<file path="config.mk">
export PLATFORM = sky130hd
export DESIGN_NAME = instr_sequencer
export DESIGN_NICKNAME = d
export VERILOG_FILES = /design/src/rtl/instr_sequencer.sv
export SDC_FILE = /design/constraint.sdc
export NUM_CORES = 1
export LEC_CHECK = 0
export CORE_UTILIZATION = 30
export CTS_CLUSTER_SIZE = 30
export DETAILED_ROUTE_END_ITERATION = 12
export PLACE_DENSITY = 0.65
export SLEW_MARGIN = 15
export SYNTH_ARGS = -nofsm -noshare
export SYNTH_HDL_FRONTEND = slang
export SYNTH_SLANG_ARGS = --single-unit
</file>
<file path="constraint.sdc">
create_clock -name clk -period 3 [get_ports clk]
set_clock_uncertainty 0.1 [all_clocks]
set_input_delay 0.75 -clock clk [delete_from_list [all_inputs] [get_ports clk]]
set_output_delay 0.75 -clock clk [all_outputs]
set_load 0.005 [all_outputs]
</file>
<file path="src/rtl/instr_sequencer.sv">
// Decode/issue stage in front of the 4x4 datapath: turns 16-bit instructions into a registered
// ControlWord/ConstantIn pair, with WAIT/HALT sequencing. Optional issue counter under PERF_CNT_EN.
module instr_sequencer #(
  parameter int WAIT_W = 4,
  parameter int CNT_W  = 8
) (
  input  logic              clk,
  input  logic              nRST,
  input  logic [15:0]       instr,
  input  logic              instr_valid,
  output logic              instr_ready,
  input  logic              hold,
  output logic [12:0]       ControlWord,
`ifdef PERF_CNT_EN
  output logic [CNT_W-1:0]  issue_cnt,
`endif
  output logic [3:0]        ConstantIn,
  output logic              halted,
  output logic              illegal
);

  localparam logic [12:0] NOP_WORD = 13'h0001;

  typedef enum logic [1:0] {
    S_RUN,
    S_WAIT,
    S_HALTED
  } state_t;

  state_t              state, state_d;
  logic [WAIT_W-1:0]   wait_cnt, wait_cnt_d;
  logic [12:0]         cw_d;
  logic [3:0]          const_d;
  logic                accept;

  logic [3:0] op;
  logic [1:0] da, aa, ba;
  logic [3:0] imm;
  logic       unused_rsvd;

  assign op          = instr[15:12];
  assign da          = instr[11:10];
  assign aa          = instr[9:8];
  assign ba          = instr[7:6];
  assign imm         = instr[3:0];
  assign unused_rsvd = ^instr[5:4];

  always_ff @(posedge clk) begin
    if (!nRST) begin
      state       <= S_RUN;
      wait_cnt    <= '0;
      ControlWord <= NOP_WORD;
      ConstantIn  <= 4'h0;
      illegal     <= 1'b0;
    end else begin
      state       <= state_d;
      wait_cnt    <= wait_cnt_d;
      ControlWord <= cw_d;
      ConstantIn  <= const_d;
      if (accept && op == 4'hE)
        illegal <= 1'b1;
    end
  end

  // WAIT N stays in S_WAIT for N cycles; the count keeps running even under hold.
  always_comb begin
    state_d    = state;
    wait_cnt_d = wait_cnt;
    case (state)
      S_RUN: begin
        if (accept && op == 4'hD && imm != 4'h0) begin
          state_d    = S_WAIT;
          wait_cnt_d = WAIT_W'(imm);
        end else if (accept && op == 4'hF) begin
          state_d = S_HALTED;
        end
      end
      S_WAIT: begin
        wait_cnt_d = wait_cnt - WAIT_W'(1);
        if (wait_cnt <= WAIT_W'(1))
          state_d = S_RUN;
      end
      S_HALTED: state_d = S_HALTED;
      default:  state_d = S_RUN;
    endcase
  end

  always_comb begin
    instr_ready = nRST & (state == S_RUN) & ~hold;
    accept      = instr_valid & instr_ready;
    halted      = (state == S_HALTED);
    cw_d        = NOP_WORD;
    const_d     = ConstantIn;
    if (accept && op >= 4'h1 && op <= 4'hC) begin
      cw_d    = {da, aa, ba, 1'b0, 4'b0000, 1'b0, 1'b0};
      const_d = imm;
      case (op)
        4'h1:    cw_d[5:2] = 4'b0000;
        4'h2:    cw_d[5:2] = 4'b0001;
        4'h3:    cw_d[5:2] = 4'b0010;
        4'h4:    cw_d[5:2] = 4'b0101;
        4'h5:    cw_d[5:2] = 4'b0110;
        4'h6:    cw_d[5:2] = 4'b1000;
        4'h7:    cw_d[5:2] = 4'b1001;
        4'h8:    cw_d[5:2] = 4'b1010;
        4'h9:    cw_d[5:2] = 4'b1011;
        4'hA:    begin cw_d[5:2] = 4'b1100; cw_d[6] = 1'b1; end
        4'hB:    begin cw_d[5:2] = 4'b0010; cw_d[6] = 1'b1; end
        4'hC:    cw_d[1] = 1'b1;
        default: cw_d = NOP_WORD;
      endcase
    end
  end

`ifdef PERF_CNT_EN
  always_ff @(posedge clk) begin
    if (!nRST)
      issue_cnt <= '0;
    else if (accept && op >= 4'h1 && op <= 4'hC)
      issue_cnt <= issue_cnt + CNT_W'(1);
  end
`else
  logic [CNT_W-1:0] unused_cnt_w;
  assign unused_cnt_w = '0;
`endif

endmodule

</file>
After elaboration in Yosys (flattened, before gate mapping)
Cells that the tools add are included.
Widths: inputs -> output; s select.
{"block": "totals", "regBits": 24, "out_inout_bits": 20, "word_cells": 60, "inputBits": 20}
{"block": "classes", "n_lt_le_gt_ge": 3, "n_addsub": 1, "bitwise_logic": 4, "n_mux": 10, "n_eq_ne": 20, "n_reduce_logical": 16}
{"operator": "$pmux 4 s9", "count": 1}
{"operator": "$eq 4x4->1 const B", "count": 8}
{"operator": "$eq 4x3->1 const B", "count": 4}
{"operator": "$reduce_or 12->1", "count": 1}
{"operator": "$eq 4x2->1 const B", "count": 2}
{"operator": "$pmux 4 s2", "count": 1}
{"operator": "$logic_and 1x1->1", "count": 6}
{"operator": "$mux 2", "count": 3}
{"operator": "$pmux 2 s3", "count": 1}
{"operator": "$reduce_and 2->1", "count": 3}
{"operator": "$eq 4x1->1 const B", "count": 1}
{"operator": "$ge 4x1->1 const B", "count": 1}
{"operator": "$le 4x1->1 const B", "count": 1}
{"operator": "$le 4x4->1 const B", "count": 1}
{"operator": "$mux 4", "count": 1}
{"operator": "$ne 2x2->1 const B", "count": 2}
{"operator": "$reduce_bool 4->1", "count": 1}
{"operator": "$reduce_or 2->1", "count": 2}
{"operator": "$sub 4x1->4 const B", "count": 1}
{"operator": "$and 1x1->1", "count": 3}
{"operator": "$mux 1", "count": 3}
{"operator": "$ne 3x3->1 const B", "count": 1}
{"operator": "$reduce_and 3->1", "count": 1}
{"operator": "$eq 2x1->1 const B", "count": 1}
{"operator": "4 further kinds", "count": 4}

Longest topological paths before layout
{"block": "depth", "ltp_word": 8, "mapped_depth": 7, "mapped_depth_nobuf": 6}

Least setup slack after synthesis
No wires, ideal clock.
{"block": "synth_path", "kind": "input-to-reg", "start": "input port instr[12]", "end": "register ConstantIn[0]", "path_buffers": 1, "path_slack_ps": 956, "setup_time_ps": 118, "path_stages": 7, "required_time_ps": 2782, "arrival_ps": 1826, "cell_sequence": "buf_6 > or4_1 > o21ai_2 > nor2_4 > inv_4 > mux2i_1 > nor2_1"}
{"block": "synth_via", "elab_chain_cells": 3, "word_cells_on_any_way": 4, "classes_between": "2 x order compare; 2 x reduce/logical"}
{"element": "start: declaration", "line": "9", "rtl": "input logic [15:0] instr,"}
{"element": "$ge 4x1->1", "line": "94", "rtl": "if (accept && op >= 4'h1 && op <= 4'hC) begin"}
{"element": "$logic_and 1x1->1", "line": "94"}
{"element": "$logic_and 1x1->1 (*)", "line": "94"}
{"element": "end signal: assignment", "line": "59", "rtl": "ConstantIn <= const_d;"}
{"element": "end: declaration", "line": "17", "rtl": "output logic [3:0] ConstantIn,"}
Every way passes the cells marked *; elsewhere a longest branch is shown, timed or not.
A chain may end at the register's enable or synchronous reset.

Worst setup path after layout
{"block": "layout_path", "start": "input port nRST", "end": "output port instr_ready"}
{"block": "layout_via", "elab_chain_cells": 2}
{"element": "start: declaration", "line": "8", "rtl": "input logic nRST,"}
{"element": "$and 1x1->1 (2 in a row)", "line": "89", "rtl": "instr_ready = nRST & (state == S_RUN) & ~hold;"}
{"element": "end: declaration", "line": "11", "rtl": "output logic instr_ready,"}
No other way between the ends.

==> reports/results.tsv <==
stage	metric	value	unit
placement	dpl cells	184	
critical_path	CP max stage cell	clkdlybuf4s50_1	
critical_path	crit-path cells	clkdlybuf4s50_1, nor4b_4, clkdlybuf4s50_1	
logic_synthesis	synth warn	0	
floorplan	Die X	59.7	um
timing	post-route minimum period	2910	ps
min_path	worst min-delay path category	reg -> reg	
logic_synthesis	top-area cell type share of the netlist area	48.2	%
logic_synthesis	syn nets	126	
logic_synthesis	count of cell types in the netlist	36	
clock_network	Bufs on Longest Clock Path	2	
timing	Hold Slack	402	ps
logic_synthesis	Commonest cells post-synth	dfxtp_1 (24), nor2_1 (12), a21oi_1 (8)	
cells_and_area	fin cells	187	
floorplan	Die Ht	59.7	um
critical_path	crit-path max FO	3	
routing	drt drc	0	
global_route	gr ovfl total	0	
placement	Post-DP HPWL	1.67	mm
logic_synthesis	top post-synthesis cells by area	dfxtp_1 (48%), nor2_1 (4.5%), a21oi_1 (4.0%)	
logic_synthesis	cells after synthesis	104	
clock_network	CTS resizes	0	
cells_and_area	Finished Core Util	46.3	%
routing	DR pass1 iterations	4	
floorplan	row cnt	20	
routing	Vias	877	
critical_path	Worst Path Required	2150	ps
timing	# setup viols final	0	
job	Max-Cap Viols	0	
clock_network	clk_lat worst skew	300	ps
global_route	largest net degree at the start of global routing	13	
clock_network	hold buffer count at cts	0	
logic_synthesis	sequential fraction of the synthesis area	48.2	%
cells_and_area	FF/Latch Area	480	sq um
power	net switching power	0.117	mW
placement	Placer Congestion	0.736	
global_route	vias in the first global route	809	
global_route	first-pass GRT wire length	3.53	mm
floorplan	core footprint	3100	sq um
status	status	finished, final reports clean	
clock_network	number of CTS-inserted buffers	3	
timing	Worst-Margin Slew	338	ps
timing	Fin. Hold Viols	0	
power	LEAKAGE	0.553	nW
cells_and_area	ANT cells	0	
critical_path	Critical Path End Type	output port	
clock_network	# H-tree levels	1	
critical_path	delay-heaviest family, CP	buffers and inverters	
timing	Max Fclk	0.343	GHz
cells_and_area	area delta synth->final	44.2	%
cells_and_area	layout cell share with drive strength beyond 1	6.99	%
routing	initial drt markers	37	
clock_network	clk sinks	24	
floorplan	Initial Util	32.1	%
placement	I/O Buffers	37	
min_path	worst hold path depth	2	
critical_path	kind of critical path	in -> out	
timing	RSZ-0062 raised after global routing	no	
logic_synthesis	most common cell in the netlist	dfxtp_1	
routing	total wire length	2.11	mm
power	share of power burned in registers	61.4	%
floorplan	io pins	40	
critical_path	nature of the critical path startpoint	input pin	
global_route	initial antenna violation count	0	
routing	Antenna Nets Post-Route	0	
logic_synthesis	Avg Synthesized Cell Area	9.59	sq um
critical_path	Crit. path cell count	3	
cells_and_area	NumNets Final	167	
logic_synthesis	synthesized cell area	997	sq um
power	Peak supply drop	0.115	mV
logic_synthesis	Yosys top cell by area	dfxtp_1	
clock_network	CTS tree	done	
logic_synthesis	number of synthesized flops with an enable pin	0	
timing	fin crit share	97.1	%
power	Pint	0.416	mW
power	Clock Power Share	24.4	%
routing	vias per cell	4.69	
timing	Slew headroom	77.4	%
critical_path	Crit path largest cell delay	550	ps
floorplan	Die Area	3560	sq um
timing	Slew Viols, Final	0	
critical_path	path depth of the worst reg2reg path	5	
global_route	global router's overall resource usage	13.2	%
routing	Avg WL per Cell	11.3	um
logic_synthesis	Top FF cell, synth	dfxtp_1	
clock_network	Setup Fix Bufs, Post-CTS	0	
power	Sw Ratio	21.9	%
power	Comb power frac	14.2	%
critical_path	Worst Path Buf+Inv	2	
logic_synthesis	share of flip-flops with an asynchronous set or reset	0	%
clock_network	clk slew on worst S/H paths	110	ps
logic_synthesis	number of synthesized register bits	24	
cells_and_area	area of the multi-input gates	480	sq um
cells_and_area	filler instances	315	
critical_path	WP data arrival	2060	ps
timing	setup TNS after final layout	0	ps
clock_network	root buffer cell	clkbuf_4	
power	pwr/cell area	371	nW/um^2
critical_path	cell repeated most along the worst path	clkdlybuf4s50_1	
==> placed cells by master, fill, tap and decap left out, types with 2 or more instances in the layout <==
cell type        synthesis  routed
a31oi_1                  5       5
inv_1                    3       3
nand3_1                  3       3
a21oi_1                  8       8
clkdlybuf4s50_1          0      37
or4_1                    2       2
nor2b_1                  5       5
nand2b_1                 2       2
nor3b_1                  2       2
dfxtp_1                 24      24
mux2i_1                  4       4
ha_1                     2       2
nand2_1                  3       3
nor2_1                  12      12
and3_1                   2       2
clkbuf_4                 0       3
and2_1                   6       6
==> power by group through the flow <==
| stage | registers (mW) | logic (mW) | clock network, mW |
|---|---|---|---|
| CTS | 0.328 | 0.0761 | 0.137 |
| floorplan | 0.335 | 0.0310 | 0 |
| global route | 0.328 | 0.0826 | 0.155 |
| detailed placement | 0.335 | 0.0755 | 0 |
| global placement | 0.335 | 0.0746 | 0 |
| finish | 0.327 | 0.0756 | 0.130 |
==> registers in the layout, indices dropped and copies added, names as in the netlist <==
register and count:
illegal 1, ControlWord 13, ConstantIn 4, wait_cnt 4, state 2
==> path summary, 6_finish.rpt <==
kind / from / to / slack [ps]
worst max-delay path: nRST / instr_ready / 90
worst min-delay path: wait_cnt[1]$_SDFFE_PN0P_ / wait_cnt[1]$_SDFFE_PN0P_ / 400
worst max register to register: state[1]$_SDFFE_PN0P_ / wait_cnt[0]$_SDFFE_PN0P_ / 1280
worst min register to register: wait_cnt[1]$_SDFFE_PN0P_ / wait_cnt[1]$_SDFFE_PN0P_ / 400
==> layout make-up <==
type	count	share of cell area, %
Inverter	5	1.48
Tap cell	44	3.83
Multi-Input combinational cell	73	33.4
Timing Repair Buffer	38	26.3
Sequential cell	24	33.4
Clock buffer	3	1.57
==> routing by layer <==
metal,routed length [um],vias to the layer above,share of wire [%],track usage [%]
li1,-,448,-,-
met1,969,397,46,16.3
met2,981,30,46,21.3
met3,136,2,6.4,3.46
met4,25,0,1.2,5.98
met5,0,-,0,0
==> per-stage QoR <==
stage	power (mW)	area [sq um]	setup slack, ps
3_3_place_gp	0.409	1420	90.1
4_1_cts	0.541	1440	82.9
5_1_grt	0.566	1440	22.8
3_5_place_dp	0.410	1420	98.7
6_report	0.533	1440	87.8
2_1_floorplan	0.366	997	956
==> cells by family after synthesis <==
| family | count (synthesis) | share of synthesized area, % |
|---|---|---|
| AO/OA/AOI/OAI | 20 | 12.4 |
| XOR/XNOR | 1 | 0.878 |
| adder cells (fa/ha/maj) | 2 | 2.51 |
| buffers and inverters | 7 | 3.64 |
| flip-flops | 24 | 48.2 |
| multiplexers | 4 | 4.02 |
| AND/OR/NAND/NOR | 46 | 28.4 |
==> tightest hold or removal path, stage by stage (launching register included) <==
cell	delay [ps]
dfxtp_1	350
nand3_1	70
a21oi_1	50
Power figures use the tool's default switching activity.
